==> config.mk <==
export PLATFORM = sky130hd
export DESIGN_NAME = des_subkey_gen
export DESIGN_NICKNAME = d
export VERILOG_FILES = /design/src/rtl/des_pkg.sv /design/src/rtl/pc2.sv /design/src/rtl/des_subkey_gen.sv
export SDC_FILE = /design/constraint.sdc
export NUM_CORES = 1
export LEC_CHECK = 0
export BUFFER_PORTS_ARGS = -buffer_cell sky130_fd_sc_hd__buf_2
export CAP_MARGIN = 10
export CORE_MARGIN = 2
export CORE_UTILIZATION = 59
export DETAILED_ROUTE_END_ITERATION = 8
export PLACE_DENSITY = 0.81
export SYNTH_ARGS = -nofsm -noshare
export SYNTH_HDL_FRONTEND = slang
export SYNTH_SLANG_ARGS = --single-unit
==> constraint.sdc <==
create_clock -name clk -period 3.5 [get_ports clk]
set_input_delay 0.175 -clock clk [delete_from_list [all_inputs] [get_ports clk]]
set_output_delay 0.175 -clock clk [all_outputs]
set_load 0.01 [all_outputs]
==> src/rtl/des_pkg.sv <==
// Shared constants, tables and FSM state type for the DES subkey generator.
package des_pkg;

  localparam int unsigned NUM_ROUNDS = 16;
  localparam int unsigned KEY_W      = 64;
  localparam int unsigned CD_W       = 56;
  localparam int unsigned HALF_W     = 28;
  localparam int unsigned SK_W       = 48;
  localparam int unsigned ROUND_W    = 4;

  typedef enum logic {
    ST_IDLE = 1'b0,
    ST_RUN  = 1'b1
  } state_t;

  // Left-rotate amount applied to C/D before round n (index n-1)
  localparam logic [1:0] SHIFT_TAB [NUM_ROUNDS] = '{
    2'd1, 2'd1, 2'd2, 2'd2, 2'd2, 2'd2, 2'd2, 2'd2,
    2'd1, 2'd2, 2'd2, 2'd2, 2'd2, 2'd2, 2'd2, 2'd1
  };

  // FIPS 46-3 PC-1: output bit i+1 takes key bit PC1_TAB[i] (bit 1 = MSB)
  localparam int unsigned PC1_TAB [CD_W] = '{
    57, 49, 41, 33, 25, 17,  9,  1, 58, 50, 42, 34, 26, 18,
    10,  2, 59, 51, 43, 35, 27, 19, 11,  3, 60, 52, 44, 36,
    63, 55, 47, 39, 31, 23, 15,  7, 62, 54, 46, 38, 30, 22,
    14,  6, 61, 53, 45, 37, 29, 21, 13,  5, 28, 20, 12,  4
  };

  // FIPS 46-3 PC-2: output bit i+1 takes CD bit PC2_TAB[i] (bit 1 = MSB)
  localparam int unsigned PC2_TAB [SK_W] = '{
    14, 17, 11, 24,  1,  5,  3, 28, 15,  6, 21, 10,
    23, 19, 12,  4, 26,  8, 16,  7, 27, 20, 13,  2,
    41, 52, 31, 37, 47, 55, 30, 40, 51, 45, 33, 48,
    44, 49, 39, 56, 34, 53, 46, 42, 50, 36, 29, 32
  };

endpackage

==> src/rtl/pc2.sv <==
// PC-2 compression permutation: 56-bit C||D to 48-bit round subkey.
// Vectors are descending, so FIPS bit j lives at index (width+1-j).
module pc2
  import des_pkg::*;
(
  input  logic [CD_W:1] i_cd,
  output logic [SK_W:1] o_sk
);

  // Pure wiring, one output bit per table entry
  for (genvar g = 0; g < int'(SK_W); g++) begin : g_pc2
    assign o_sk[SK_W-g] = i_cd[CD_W+1-PC2_TAB[g]];
  end

endmodule

==> src/rtl/des_subkey_gen.sv <==
// DES key schedule: accepts a 64-bit key and streams the 16 round subkeys
// in encrypt (K1..K16) or decrypt (K16..K1) order over a valid/ready port.
module des_subkey_gen
  import des_pkg::*;
#(
  parameter bit DEFAULT_DECRYPT = 1'b0
) (
  input  logic               clk,
  input  logic               rst_n,
  input  logic [KEY_W:1]     key,
  input  logic               decrypt,
  input  logic               key_valid,
  output logic               key_ready,
  output logic [SK_W:1]      sk,
  output logic [ROUND_W-1:0] sk_round,
  output logic               sk_valid,
  input  logic               sk_ready,
  output logic               busy
);

  state_t               r_state;
  state_t               w_state_nxt;
  logic [HALF_W:1]      r_c;
  logic [HALF_W:1]      r_d;
  logic [HALF_W:1]      w_c_base;
  logic [HALF_W:1]      w_d_base;
  logic [HALF_W:1]      w_c_nxt;
  logic [HALF_W:1]      w_d_nxt;
  logic [CD_W:1]        w_pc1;
  logic [SK_W:1]        r_sk;
  logic [SK_W:1]        w_sk_pc2;
  logic [ROUND_W-1:0]   r_round;
  logic [ROUND_W-1:0]   w_round_nxt;
  logic                 r_dec;
  logic                 w_dec_nxt;
  logic                 w_sk_upd;
  logic                 w_rotl;
  logic [1:0]           w_shift;
  logic                 w_last;
  logic                 w_unused_parity;

  // PC-1 on the raw key; only consumed in the load cycle
  for (genvar g = 0; g < int'(CD_W); g++) begin : g_pc1
    assign w_pc1[CD_W-g] = key[KEY_W+1-PC1_TAB[g]];
  end

  // Parity bits (FIPS 8,16,...,64) intentionally drop out of the schedule
  assign w_unused_parity = ^{key[57], key[49], key[41], key[33],
                             key[25], key[17], key[9],  key[1]};

  assign w_last = r_dec ? (r_round == ROUND_W'(0)) : (r_round == ROUND_W'(NUM_ROUNDS - 1));

  // Next-state, C/D update and round bookkeeping
  always_comb begin
    w_state_nxt = r_state;
    w_round_nxt = r_round;
    w_dec_nxt   = r_dec;
    w_sk_upd    = 1'b0;
    w_c_base    = r_c;
    w_d_base    = r_d;
    w_shift     = 2'd0;
    w_rotl      = 1'b1;

    unique case (r_state)
      ST_IDLE: begin
        if (key_valid) begin
          w_state_nxt = ST_RUN;
          w_dec_nxt   = decrypt;
          w_sk_upd    = 1'b1;
          w_c_base    = w_pc1[CD_W:HALF_W+1];
          w_d_base    = w_pc1[HALF_W:1];
          if (decrypt) begin
            // K16 comes straight from C0/D0 since C16 == C0
            w_round_nxt = ROUND_W'(NUM_ROUNDS - 1);
          end else begin
            w_shift     = SHIFT_TAB[0];
            w_round_nxt = ROUND_W'(0);
          end
        end
      end
      ST_RUN: begin
        if (sk_ready) begin
          if (w_last) begin
            w_state_nxt = ST_IDLE;
          end else if (r_dec) begin
            w_sk_upd    = 1'b1;
            w_rotl      = 1'b0;
            w_shift     = SHIFT_TAB[r_round];
            w_round_nxt = ROUND_W'(r_round - ROUND_W'(1));
          end else begin
            w_sk_upd    = 1'b1;
            w_shift     = SHIFT_TAB[ROUND_W'(r_round + ROUND_W'(1))];
            w_round_nxt = ROUND_W'(r_round + ROUND_W'(1));
          end
        end
      end
      default: w_state_nxt = ST_IDLE;
    endcase

    // Rotations toward the MSB (FIPS bit 1) for encrypt, away for decrypt
    if (w_shift == 2'd1) begin
      w_c_nxt = w_rotl ? {w_c_base[HALF_W-1:1], w_c_base[HALF_W]}
                       : {w_c_base[1], w_c_base[HALF_W:2]};
      w_d_nxt = w_rotl ? {w_d_base[HALF_W-1:1], w_d_base[HALF_W]}
                       : {w_d_base[1], w_d_base[HALF_W:2]};
    end else if (w_shift == 2'd2) begin
      w_c_nxt = w_rotl ? {w_c_base[HALF_W-2:1], w_c_base[HALF_W:HALF_W-1]}
                       : {w_c_base[2:1], w_c_base[HALF_W:3]};
      w_d_nxt = w_rotl ? {w_d_base[HALF_W-2:1], w_d_base[HALF_W:HALF_W-1]}
                       : {w_d_base[2:1], w_d_base[HALF_W:3]};
    end else begin
      w_c_nxt = w_c_base;
      w_d_nxt = w_d_base;
    end
  end

  pc2 u_pc2 (
    .i_cd (CD_W'({w_c_nxt, w_d_nxt})),
    .o_sk (w_sk_pc2)
  );

  // State and datapath registers
  always_ff @(posedge clk or negedge rst_n) begin
    if (!rst_n) begin
      r_state <= ST_IDLE;
      r_c     <= '0;
      r_d     <= '0;
      r_sk    <= '0;
      r_round <= '0;
      r_dec   <= DEFAULT_DECRYPT;
    end else begin
      r_state <= w_state_nxt;
      r_c     <= w_c_nxt;
      r_d     <= w_d_nxt;
      r_round <= w_round_nxt;
      r_dec   <= w_dec_nxt;
      if (w_sk_upd) begin
        r_sk <= w_sk_pc2;
      end
    end
  end

  assign key_ready = (r_state == ST_IDLE);
  assign busy      = (r_state == ST_RUN);
  assign sk_valid  = (r_state == ST_RUN);
  assign sk        = r_sk;
  assign sk_round  = r_round;

endmodule

==> impl_metrics.env <==
export IMPL_status="complete, no violations"
export IMPL_place_congestion=0.8511
export IMPL_setup_viol=0
export IMPL_antenna_found_initial=1
export IMPL_cp_common_cell="mux2i_1"
export IMPL_clk_pin_slew_ns=0.08
export IMPL_worstPathRequired_ns=3.73
export IMPL_rsz0062_at_grt="no"
export IMPL_critPathLaunch="sk_round[1]$_DFFE_PN0P_"
export IMPL_worstPathMaxFanout=21
export IMPL_layout_common_cells="mux2i_1, a21oi_1, buf_2, dfrtp_1, nand2_1"
export IMPL_insertion_delay_ns=0.36
export IMPL_synth_top_area_share_pct=30.51
export IMPL_start_util_pct=59.78
export IMPL_r2r_slack_ns=0.34
export IMPL_fmax_ghz=0.3164
export IMPL_clkPwrFrac_pct=9.0
export IMPL_fin_ws_ns=0.3397
export IMPL_drtIter0Drc=754
export IMPL_fp_dieH_um=127.7
export IMPL_switchingPower_mw=5.728
export IMPL_slew_headroom_pct=39.82
export IMPL_crit_path_top_delay_cell="dfrtp_1"
export IMPL_drive_gt1_share_pct=20.60
export IMPL_cellInternalPower_mw=6.053
export IMPL_hold_viol_final=0
export IMPL_fin_crit_ns=3.160
export IMPL_post_route_period_util_pct=90.29
export IMPL_nFillCells=1257
export IMPL_first_global_vias=7351
export IMPL_cap_violations=0
export IMPL_dr_pass1_iters=6
export IMPL_fin_tns_setup_ns=0
export IMPL_nNetsFinal=1134
export IMPL_postCtsSetupBuffers=0
export IMPL_crit_chain="ha_1, xor2_1, mux2i_1, a2111oi_4, a211o_4, buf_12, mux2i_1, o211ai_1"
export IMPL_syn_area_per_cell_sq_um=8.976
export IMPL_cpPeakStageDelay_ns=0.56
export IMPL_power_density_nw_per_um2=1177
export IMPL_async_flop_share_pct=100.0
export IMPL_ys_types=44
export IMPL_fin_skew_ns=0.006529
export IMPL_ys_seq_area_share_pct=30.51
export IMPL_pwr_share_comb_pct=70.5
export IMPL_final_max_slew_violation_count=0
export IMPL_swShare_pct=48.62
export IMPL_ant_nets=0
export IMPL_std_cell_rows=45
export IMPL_start_kind="flip-flop"
export IMPL_crit_path_end_kind="flip-flop"
export IMPL_drt_total_wl_mm=22.71
export IMPL_cts_tree="done"
export IMPL_syn2layout_area_growth_pct=10.97
export IMPL_cts_buffers_inserted=9
export IMPL_grt_max_degree=210
export IMPL_numPortBuffers=115
export IMPL_dp_hpwl_mm=14.64
export IMPL_worst_pin_slew_ns=0.9028
export IMPL_cts_root_buf="clkbuf_16"
export IMPL_syn_area_sq_um=9021
export IMPL_cts_max_path_buffers=2
export IMPL_peakVddDrop_v=0.0006970
export IMPL_drc=0
export IMPL_timing_rr_start="sk_round[1]$_DFFE_PN0P_"
export IMPL_hold_path_class="in2reg"
export IMPL_cts_sinks=110
export IMPL_synthTopCellsByArea="dfrtp_1, mux2i_1, a21oi_1"
export IMPL_synth_seq_cells=110
export IMPL_reg2reg_depth=8
export IMPL_pre_cts_slack_ns=0.3764
export IMPL_overflow=0
export IMPL_vias_per_cell=6.373
export IMPL_num_vias=7979
export IMPL_track_usage_pct=27.90
export IMPL_crit_type="reg2reg"
export IMPL_synth_edf_count=0
export IMPL_r2r_end="sk[20]$_DFFE_PN0P_"
export IMPL_crit_arrival_ns=3.39
export IMPL_coreArea_sq_um=15090
export IMPL_syn_inst=1005
export IMPL_wl_per_cell_um=18.14
export IMPL_grt_first_pass_wirelength_mm=37.42
export IMPL_synth_ff_type="dfrtp_1"
export IMPL_htree_levels=3
export IMPL_ios=124
export IMPL_layout_commonest_cell="mux2i_1"
export IMPL_sequentialPowerShare_pct=20.5
export IMPL_worstSetupEndpoint="sk[20]$_DFFE_PN0P_"
export IMPL_die_area_sq_um=16300
export IMPL_die_x_um=127.7
export IMPL_syn_nets=1080
export IMPL_worstHoldStart="sk_ready"
export IMPL_synth_top_area_cell="dfrtp_1"
export IMPL_ctsResizeCount=0
export IMPL_ys_warn_count=0
export IMPL_leakage_nw=4.220
Yosys cell counts (3+ instances only):
cell type and count:
ha_1 6, o211ai_1 41, o221ai_1 7, nor2_1 55
nor2b_1 11, buf_1 5, nand2_1 106, or2_2 8
a21oi_1 120, nor3_1 55, nor4b_1 42, mux2i_1 240
inv_1 4, buf_6 4, o22ai_1 3, nand3_1 3
buf_4 10, xnor2_1 3, buf_2 39, clkbuf_1 38
a31oi_1 9, a211oi_1 12, mux2_2 48, dfrtp_1 110
power by group through the flow:
stage / logic [mW] / registers [mW] / clock network, mW
2_1_floorplan: 6.30 / 2.46 / 0
3_3_place_gp: 8.00 / 2.40 / 0
3_5_place_dp: 8.16 / 2.43 / 0
4_1_cts: 8.22 / 2.41 / 1.07
5_1_grt: 9.08 / 2.50 / 1.12
6_report: 8.30 / 2.42 / 1.06
layer usage:
metal	up-vias	wire length, um	track usage (%)
li1	3817	-	-
met1	3872	10760	40.91
met2	264	10390	43.25
met3	26	1166	3.088
met4	0	391	9.244
met5	-	0	0
metrics by stage:
stage               power (mW)  cells  cell area (sq um)  util, %  hold WS (ns)
finish                   11.78   1252              10010    66.34       0.04722
detailed placement       10.59   1235               9708    64.34        0.3586
floorplan                8.762   1005               9021        -       -0.1206
global route             12.70   1252              10010    66.34       0.04497
global placement         10.40   1235               9708    64.34        0.3603
CTS                      11.70   1251              10010    66.33       0.04134
worst max-delay path: cells and delay by family, from the launching register on:
kind | cells | cell delay [ns]
flip-flops | 1 | 0.56
AO/OA/AOI/OAI | 3 | 1.08
buffers and inverters | 1 | 0.25
multiplexers | 2 | 0.46
adder cells (fa/ha/maj) | 1 | 0.44
XOR/XNOR | 1 | 0.23
area by class of cell:
| cell class | instances | area, sq um | area share, % |
|---|---|---|---|
| Inverter | 4 | 15.01 | 0.1500 |
| Sequential cell | 110 | 2753 | 27.50 |
| Multi-Input combinational cell | 795 | 5829 | 58.23 |
| Tap cell | 188 | 235.2 | 2.350 |
| Timing Repair Buffer | 139 | 885.9 | 8.849 |
| Clock buffer | 11 | 242.7 | 2.425 |
| Clock inverter | 4 | 47.55 | 0.4749 |
| Antenna cell | 1 | 2.502 | 0.02500 |
worst min-delay path by stage:
stage               slack (ns)           endpoint  cells past startpoint
floorplan                -0.12     busy$_DFF_PN0_                      0
global placement          0.36  r_d[11]$_DFF_PN0_                      1
detailed placement        0.36  r_d[10]$_DFF_PN0_                      1
CTS                       0.04     busy$_DFF_PN0_                      2
global route              0.04     busy$_DFF_PN0_                      2
finish                    0.05     busy$_DFF_PN0_                      2
what timing repair did:
item,CTS,global route
setup endpoints to repair,0,0
endpoints found under the hold margin,67,0
hold buffers,1,0
sequential cells by signal, indices dropped and copies added (netlist names):
register  flops
busy          1
r_c          28
r_d          28
r_dec         1
sk           48
sk_round      4
cells by family after synthesis:
family,after synthesis,synth area share [%]
xor gates and xnor gates,4,0.3884
AOI/OAI and AO/OA,209,14.30
DFF,110,30.51
buffers and inverters,100,5.451
adders and majority gates,6,0.8322
muxes,288,32.62
and+or+nand+nor,288,15.89
Power figures use the tool's default switching activity.
